## src/rtl/rps_remote_player_if.sv

```systemverilog
// Link-side signal bundle for the rock-paper-scissors initiator board.
// The slave modport belongs to the player; master is the peer/host side.
interface rps_remote_player_if #(
  parameter int TALLY_W = 8
);
  logic               start;
  logic [1:0]         move;
  logic [2:0]         score_in;
  logic [2:0]         move_n;
  logic               busy;
  logic               result_valid;
  logic [1:0]         result;
  logic               error;
  logic [TALLY_W-1:0] wins;
  logic [TALLY_W-1:0] losses;
  logic [TALLY_W-1:0] ties;

  modport master (
    output start, move, score_in,
    input  move_n, busy, result_valid, result, error, wins, losses, ties
  );

  modport slave (
    input  start, move, score_in,
    output move_n, busy, result_valid, result, error, wins, losses, ties
  );
endinterface

```

## src/rtl/rps_remote_player.sv

```systemverilog
// Plays one rock-paper-scissors round against a peer board: presses a move line,
// waits for the peer's score lines to settle, decodes and tallies the outcome.
module rps_remote_player #(
  parameter int SETTLE_CYCLES  = 16,
  parameter int STABLE_CYCLES  = 8,
  parameter int TIMEOUT_CYCLES = 1024,
  parameter int HOLDOFF_CYCLES = 64,
  parameter int TALLY_W        = 8
) (
  input logic               CLK,
  input logic               RST,
  rps_remote_player_if.slave bus
);

  localparam int CNT_MAX = (SETTLE_CYCLES > HOLDOFF_CYCLES) ? SETTLE_CYCLES : HOLDOFF_CYCLES;
  localparam int CNT_W   = $clog2(CNT_MAX + 1);
  localparam int STB_W   = $clog2(STABLE_CYCLES + 1);
  localparam int TMO_W   = $clog2(TIMEOUT_CYCLES + 1);

  localparam logic [CNT_W-1:0] SETTLE_LAST = CNT_W'(SETTLE_CYCLES - 1);
  localparam logic [CNT_W-1:0] HOLD_LAST   = CNT_W'(HOLDOFF_CYCLES - 1);
  localparam logic [STB_W-1:0] STABLE_DONE = STB_W'(STABLE_CYCLES);
  localparam logic [TMO_W-1:0] TMO_LAST    = TMO_W'(TIMEOUT_CYCLES - 1);

  typedef enum logic [1:0] {
    S_IDLE,
    S_PRESS,
    S_SAMPLE,
    S_RELEASE
  } state_t;

  state_t             state_q, state_d;
  logic [1:0]         move_q, move_d;
  logic [CNT_W-1:0]   cnt_q, cnt_d;
  logic [STB_W-1:0]   stable_q, stable_d;
  logic [TMO_W-1:0]   tmo_q, tmo_d;
  logic [2:0]         prev_q, prev_d;
  logic [2:0]         meta_q, sync_q;
  logic [1:0]         result_q, result_d;
  logic               result_valid_q, result_valid_d;
  logic               error_q, error_d;
  logic [2:0]         inc_d;
  logic [TALLY_W-1:0] tally_q [3];
  logic [TALLY_W-1:0] tally_d [3];
  logic [2:0]         move_n_c;
  logic               busy_c;
  logic               score_valid;
  logic [1:0]         prev_code;

  function automatic logic [1:0] code_of(input logic [2:0] s);
    logic [1:0] c;
    c = 2'd0;
    case (s)
      3'b001:  c = 2'd1;
      3'b010:  c = 2'd2;
      3'b100:  c = 2'd3;
      default: c = 2'd0;
    endcase
    return c;
  endfunction

  // Peer score lines are asynchronous to us.
  always_ff @(posedge CLK) begin
    if (RST) begin
      meta_q <= 3'b000;
      sync_q <= 3'b000;
    end else begin
      meta_q <= bus.score_in;
      sync_q <= meta_q;
    end
  end

  assign score_valid = (code_of(sync_q) != 2'd0);
  assign prev_code   = code_of(prev_q);

  always_ff @(posedge CLK) begin
    if (RST) begin
      state_q        <= S_IDLE;
      move_q         <= 2'd0;
      cnt_q          <= '0;
      stable_q       <= '0;
      tmo_q          <= '0;
      prev_q         <= 3'b000;
      result_q       <= 2'd0;
      result_valid_q <= 1'b0;
      error_q        <= 1'b0;
    end else begin
      state_q        <= state_d;
      move_q         <= move_d;
      cnt_q          <= cnt_d;
      stable_q       <= stable_d;
      tmo_q          <= tmo_d;
      prev_q         <= prev_d;
      result_q       <= result_d;
      result_valid_q <= result_valid_d;
      error_q        <= error_d;
    end
  end

  always_comb begin
    state_d        = state_q;
    move_d         = move_q;
    cnt_d          = cnt_q;
    stable_d       = stable_q;
    tmo_d          = tmo_q;
    prev_d         = prev_q;
    result_d       = result_q;
    result_valid_d = 1'b0;
    error_d        = 1'b0;
    inc_d          = 3'b000;
    case (state_q)
      S_IDLE: begin
        if (bus.start && (bus.move != 2'd0)) begin
          move_d  = bus.move;
          cnt_d   = '0;
          state_d = S_PRESS;
        end
      end
      S_PRESS: begin
        cnt_d = cnt_q + 1'b1;
        if (cnt_q == SETTLE_LAST) begin
          stable_d = '0;
          tmo_d    = '0;
          state_d  = S_SAMPLE;
        end
      end
      S_SAMPLE: begin
        prev_d = sync_q;
        tmo_d  = tmo_q + 1'b1;
        // A completed stable run takes priority over a coincident timeout.
        if (stable_q == STABLE_DONE) begin
          result_valid_d = 1'b1;
          result_d       = prev_code;
          inc_d          = {prev_code == 2'd3, prev_code == 2'd2, prev_code == 2'd1};
          cnt_d          = '0;
          state_d        = S_RELEASE;
        end else if (tmo_q == TMO_LAST) begin
          error_d = 1'b1;
          cnt_d   = '0;
          state_d = S_RELEASE;
        end else if (!score_valid) begin
          stable_d = '0;
        end else if (sync_q == prev_q) begin
          stable_d = stable_q + 1'b1;
        end else begin
          stable_d = STB_W'(1);
        end
      end
      S_RELEASE: begin
        cnt_d = cnt_q + 1'b1;
        if (cnt_q == HOLD_LAST) begin
          state_d = S_IDLE;
        end
      end
      default: state_d = S_IDLE;
    endcase
  end

  always_comb begin
    move_n_c = 3'b111;
    busy_c   = (state_q != S_IDLE);
    if ((state_q == S_PRESS) || (state_q == S_SAMPLE)) begin
      case (move_q)
        2'd1:    move_n_c = 3'b110;
        2'd2:    move_n_c = 3'b101;
        2'd3:    move_n_c = 3'b011;
        default: move_n_c = 3'b111;
      endcase
    end
  end

  // Index 0 = wins, 1 = losses, 2 = ties; each saturates at all-ones.
  generate
    for (genvar gi = 0; gi < 3; gi++) begin : g_tally
      assign tally_d[gi] = (inc_d[gi] && (tally_q[gi] != {TALLY_W{1'b1}}))
                         ? tally_q[gi] + 1'b1 : tally_q[gi];
    end
  endgenerate

  always_ff @(posedge CLK) begin
    if (RST) begin
      for (int i = 0; i < 3; i++) begin
        tally_q[i] <= '0;
      end
    end else begin
      tally_q <= tally_d;
    end
  end

  assign bus.move_n       = move_n_c;
  assign bus.busy         = busy_c;
  assign bus.result_valid = result_valid_q;
  assign bus.result       = result_q;
  assign bus.error        = error_q;
  assign bus.wins         = tally_q[0];
  assign bus.losses       = tally_q[1];
  assign bus.ties         = tally_q[2];

endmodule
```

## src/flat_wrapper.sv

```systemverilog
// flat-port wrapper written by rule: the top's interface ports become plain ports
module rps_remote_player_flat 
#(
  parameter int SETTLE_CYCLES  = 16,
  parameter int STABLE_CYCLES  = 8,
  parameter int TIMEOUT_CYCLES = 1024,
  parameter int HOLDOFF_CYCLES = 64,
  parameter int TALLY_W        = 8
)
  (CLK, RST, bus_start, bus_move, bus_score_in, bus_move_n, bus_busy, bus_result_valid, bus_result, bus_error, bus_wins, bus_losses, bus_ties);
  rps_remote_player_if #(.TALLY_W(TALLY_W)) bus_i ();
  input logic CLK;
  input logic RST;
  input wire logic [$bits(bus_i.start)-1:0] bus_start;
  input wire logic [$bits(bus_i.move)-1:0] bus_move;
  input wire logic [$bits(bus_i.score_in)-1:0] bus_score_in;
  output wire logic [$bits(bus_i.move_n)-1:0] bus_move_n;
  output wire logic [$bits(bus_i.busy)-1:0] bus_busy;
  output wire logic [$bits(bus_i.result_valid)-1:0] bus_result_valid;
  output wire logic [$bits(bus_i.result)-1:0] bus_result;
  output wire logic [$bits(bus_i.error)-1:0] bus_error;
  output wire logic [$bits(bus_i.wins)-1:0] bus_wins;
  output wire logic [$bits(bus_i.losses)-1:0] bus_losses;
  output wire logic [$bits(bus_i.ties)-1:0] bus_ties;
  assign bus_i.start = bus_start;
  assign bus_i.move = bus_move;
  assign bus_i.score_in = bus_score_in;
  assign bus_move_n = bus_i.move_n;
  assign bus_busy = bus_i.busy;
  assign bus_result_valid = bus_i.result_valid;
  assign bus_result = bus_i.result;
  assign bus_error = bus_i.error;
  assign bus_wins = bus_i.wins;
  assign bus_losses = bus_i.losses;
  assign bus_ties = bus_i.ties;
  rps_remote_player #(.SETTLE_CYCLES(SETTLE_CYCLES), .STABLE_CYCLES(STABLE_CYCLES), .TIMEOUT_CYCLES(TIMEOUT_CYCLES), .HOLDOFF_CYCLES(HOLDOFF_CYCLES), .TALLY_W(TALLY_W)) u_core (.CLK(CLK), .RST(RST), .bus(bus_i));
endmodule
```

## config.mk

```make
export PLATFORM = sky130hd
export DESIGN_NAME = rps_remote_player_flat
export DESIGN_NICKNAME = d
export VERILOG_FILES = /design/src/rtl/rps_remote_player_if.sv /design/src/rtl/rps_remote_player.sv /design/src/flat_wrapper.sv
export SDC_FILE = /design/constraint.sdc
export NUM_CORES = 1
export LEC_CHECK = 0
export CAP_MARGIN = 20
export CORE_ASPECT_RATIO = 0.6
export CORE_MARGIN = 1.5
export CORE_UTILIZATION = 45
export CTS_CLUSTER_DIAMETER = 80
export DETAILED_ROUTE_END_ITERATION = 6
export PLACE_DENSITY_LB_ADDON = 0.12
export SETUP_SLACK_MARGIN = 0.15
export SLEW_MARGIN = 10
export SYNTH_ARGS = -nofsm -noshare
export SYNTH_HDL_FRONTEND = slang
export SYNTH_SLANG_ARGS = --single-unit
```

## constraint.sdc

```tcl
create_clock -name CLK -period 5.26 [get_ports CLK]
set_input_delay 1.052 -clock CLK [delete_from_list [all_inputs] [get_ports CLK]]
set_output_delay 1.052 -clock CLK [all_outputs]
set_load 0.02 [all_outputs]
```

# Word level (Yosys, flattened, before mapping)
# Cells that the tools add are included.
# word_totals
ff_bits,63
# classes
bitwise,1
addsub,6
reduce_logical,19
mux,26
eq_ne,29
# ops
cell,n
"adder 8 x 1 -> 8 bit, second input constant",3
"inequality test 8 bit, second input constant",3
one-hot mux 11 bit (2 select lines),1
two-way mux 7 bit,3
one-hot mux 7 bit (3 select lines),1
two-way mux 4 bit,5
"== test 2 bit, second input constant",6
one-hot mux 2 bit (3 select lines),2
"adder 11 x 1 -> 11 bit, second input constant",1
"== test 11 x 10 -> 1 bit, second input constant",1
two-way mux 11 bit,1
two-way mux 2 bit,5
two-way mux 3 bit,3
one-hot mux 3 bit (3 select lines),1
one-hot mux 2 bit (4 select lines),1
one-hot mux 4 bit (2 select lines),1
AND reduction 2 bit,4
AND reduction 4 bit,2
nonzero test 2 bit,4
"adder 7 x 1 -> 7 bit, second input constant",1
"== test 7 x 4 -> 1 bit, second input constant",1
"== test 7 x 6 -> 1 bit, second input constant",1
"== test 2 x 1 -> 1 bit, second input constant",3
"== test 3 x 1 -> 1 bit, second input constant",2
15 further kinds,25

# Depth between registers and ports, before layout
# depth
depth_word,7
ltp_mapped,8

# Least setup slack after synthesis
# Ideal clock, no wire load.
# synth_path
path_kind,reg-to-output
from,register u_core.state_q[0]
to,output bus_move_n[0]
t_required_ps,4208
path_stages_with_launch,4
slack_ps,3275
arrival_time_ps,933
n_path_buf,0
cell_sequence,dfxtp_1 inv_1 ha_1 nand3b_1
# synth_between
elab_chain_len,3
# synth_rtl
element,line_no,source
from (decl),rps_remote_player.sv:32,"state_t state_q, state_d;"
from (signal assigned),rps_remote_player.sv:88,state_q <= state_d;
== test 2 x 1 -> 1 bit / == test 2 bit (equally long branches),rps_remote_player.sv:162,if ((state_q == S_PRESS) || (state_q == S_SAMPLE)) begin
logical OR 1 bit (*),rps_remote_player.sv:162,
two-way mux 3 bit (*),rps_remote_player.sv:162,
to (decl),flat_wrapper.sv:17,output wire logic [$bits(bus_i.move_n)-1:0] bus_move_n;
# Every way passes the cells marked *; elsewhere a longest branch is shown, timed or not.

# Worst setup path in the final report
# layout_path
from,register u_core.state_q[1]
to,output bus_move_n[1]
# Same word-level chain as after synthesis.

==> qor.yml <==
outcome: "finished, final reports clean"
fin_crit_sh_pct: 54.5
std_cell_rows: 23
die_w_microns: 110
ys_seq_area_share_pct: 40.6
postSynth.asyncResetShare_pct: 0
slew_headroom_pct: 30.6
powerDensity_mw_per_mm2: 360
tritoncts: "done"
dieArea_sq_mm: 0.00743
crit_path_max_incr_delay_ns: 0.60
final_cell_mix: "dfxtp_1, nor2_1, clkdlybuf4s50_1"
synthesis.nets: 363
clock_path_buffers: 2
netlist_instances: 344
switchingPower_w: 0.000375
portBuffers: 39
hpwl_microns: 4290
ff2ff_path_depth: 6
clkPwrFrac_pct: 45.2
avgSynthCellArea_sq_um: 9.04
finalSetupTns_ns: 0
tightest_slew_ns: 1.04
critPathLaunchType: "register"
critPathLaunch: "u_core.state_q[1]"
path_clk_slew_ns: 0.05
grtUsageMet2_pct: 25.4
post-route-util_pct: 58.1
grt_util_all_layers_pct: 17.8
syn_area_sq_mm: 0.00311
core-area_sq_mm: 0.00668
rsz0062_at_grt: "no"
initial_core_util_pct: 46.6
cp_slowest_cell: "clkdlybuf4s50_1"
min_path_type: "register to register"
r2r_start: "u_core.state_q[0]"
clock-root-buffer: "clkbuf_16"
path_buf_inv: 2
cp-end-kind: "primary output"
critical_path.top_delay_family: "buffers and inverters"
cp.arrival_ns: 1.82
drt_iter0_markers: 109
drc: 0
die_h_microns: 67.4
ys.flop_type: "dfxtp_1"
swShare_pct: 26.9
use_met1_pct: 25.2
cp.required_ns: 4.21
drv_slew: 0
crit_chain: "inv_1 -> ha_1 -> nand3b_1 -> clkdlybuf4s50_1"
finalSetupViolCount: 0
place.gp.congestion: 0.796
clk_latency_ns: 0.32
ir_drop_mv: 0.203
cp-endpoint: "bus_move_n[1]"
critical_path_depth: 4
clock_sinks: 63
comb_power_share_pct: 17.9
skew_ns: 0.00546
ys_types: 55
drive_above_1_share_pct: 8.79
grt_pass1_vias: 2194
hold_buffers: 0
route.antenna.remaining_nets: 0
seqPwrFrac_pct: 36.9
maxCapViolCount: 0
hold_viol: 0
grt_pass1_wl_microns: 10100
overflow: 0
post-cts-setup-buffers: 0
via_count: 2529
p_leak_nw: 1.43
numCtsBuffers: 9
htree_levels: 3
nets: 401
io_pins: 40
synth_warnings: 0
max_freq_ghz: 0.349
drt_first_pass_iters: 4
ys_ff_latch: 63
antennaDiodeCount: 0
period_needed_ns: 2.87
critPathMaxFanout: 4
via_per_inst: 5.34
area_growth_pct: 24.7
antenna_found_initial: 0
postCtsResizedCells: 0
synth_edf_count: 0
reg2reg_setup_slack_ns: 2.91
crit_type: "register to primary output"
hold_ws_ns: 0.430
final_common_cell: "dfxtp_1"
p_int_w: 0.00102
routedWlPerCell_microns: 13.0
wirelength_microns: 6190
grt_max_degree: 59
rr_endpoint: "u_core.cnt_q[6]"
grt_use_met3_pct: 5.60
busiest_layer: "met2"
[per-layer routing]
layer / wire, microns / share of wire [%]
met5: 0 / 0
met4: 63 / 1.0
met3: 320 / 5.2
met2: 2470 / 40
met1: 3330 / 54
[worst min path at each step]
stage,startpoint,end,slack [ns],cells after the start
global placement,u_core.meta_q[0],u_core.sync_q[0],0.42,1
global route,u_core.meta_q[2],u_core.sync_q[2],0.46,1
detailed placement,u_core.meta_q[1],u_core.sync_q[1],0.42,1
finish,u_core.meta_q[1],u_core.sync_q[1],0.43,1
floorplan,u_core.meta_q[0],u_core.sync_q[0],0.41,1
CTS,u_core.meta_q[1],u_core.sync_q[1],0.44,1
[cell type report]
class	instances	area [sq um]
Inverter	8	30.0
Fill cell	597	2800
Timing Repair Buffer	39	385
Clock inverter	5	81.3
Sequential cell	63	1260
Multi-Input combinational cell	261	1770
Tap cell	87	109
Clock buffer	11	243
[synthesized netlist by cell type (4+ instances only)]
master,instances,area (sq um)
nand2_1,18,67.6
or3_1,6,37.5
and3_1,6,37.5
inv_1,8,30.0
nor2b_1,8,50.1
or2_2,4,25.0
clkbuf_1,7,26.3
o21ai_0,11,55.1
a21oi_1,18,90.1
nor2_1,40,150
nand3_1,20,100
xor2_1,23,201
nand4_1,16,100
dfxtp_1,63,1260
nor3_1,5,25.0
mux2i_1,5,50.1
nand3b_1,6,45.0
and2_1,7,43.8
ha_1,11,138
xnor2_1,8,70.1
nand2b_1,5,31.3
buf_2,4,20.0
[power groups by stage]
stage          Combinational, W  Sequential (W)  Clock [W]
2_1_floorplan          0.000191        0.000518          0
3_3_place_gp           0.000246        0.000523          0
3_5_place_dp           0.000249        0.000525          0
4_1_cts                0.000250        0.000515   0.000644
5_1_grt                0.000274        0.000517   0.000664
6_report               0.000249        0.000515   0.000631
[through the flow]
stage	area [sq um]	setup slack (ns)	power, W	instances
after floorplan	3110	3.28	0.000709	344
after global placement	3550	2.70	0.000769	458
after detailed placement	3550	2.63	0.000773	458
after CTS	3880	2.38	0.00141	474
after global routing	3880	2.32	0.00146	474
final	3880	2.39	0.00139	474
[sequential cells by signal, summed over array words and instances, names as in the netlist]
register	count
u_core.stable_q	4
u_core.cnt_q	7
u_core.bus.losses	8
u_core.prev_q	3
u_core.sync_q	3
u_core.tmo_q	11
u_core.bus.ties	8
u_core.bus.result_valid	1
u_core.bus.result	2
u_core.bus.error	1
u_core.state_q	2
u_core.move_q	2
u_core.bus.wins	8
u_core.meta_q	3
[cell families after synthesis]
| family | synth area share (%) |
|---|---|
| fa+ha+maj | 4.43 |
| xor+xnor | 8.73 |
| compound gates | 11.5 |
| buf+inv | 2.58 |
| flops | 40.6 |
| mux | 1.61 |
| simple gates | 30.6 |
[worst register-to-register path: cells and delay by family (launching register included)]
| family | cells | cell delay (ns) |
|---|---|---|
| flops | 1 | 0.32 |
| fa+ha+maj | 1 | 0.59 |
| compound gates | 3 | 0.92 |
| simple gates | 1 | 0.35 |
| buf+inv | 1 | 0.09 |
Note: power is estimated with default switching activity, not from simulation.
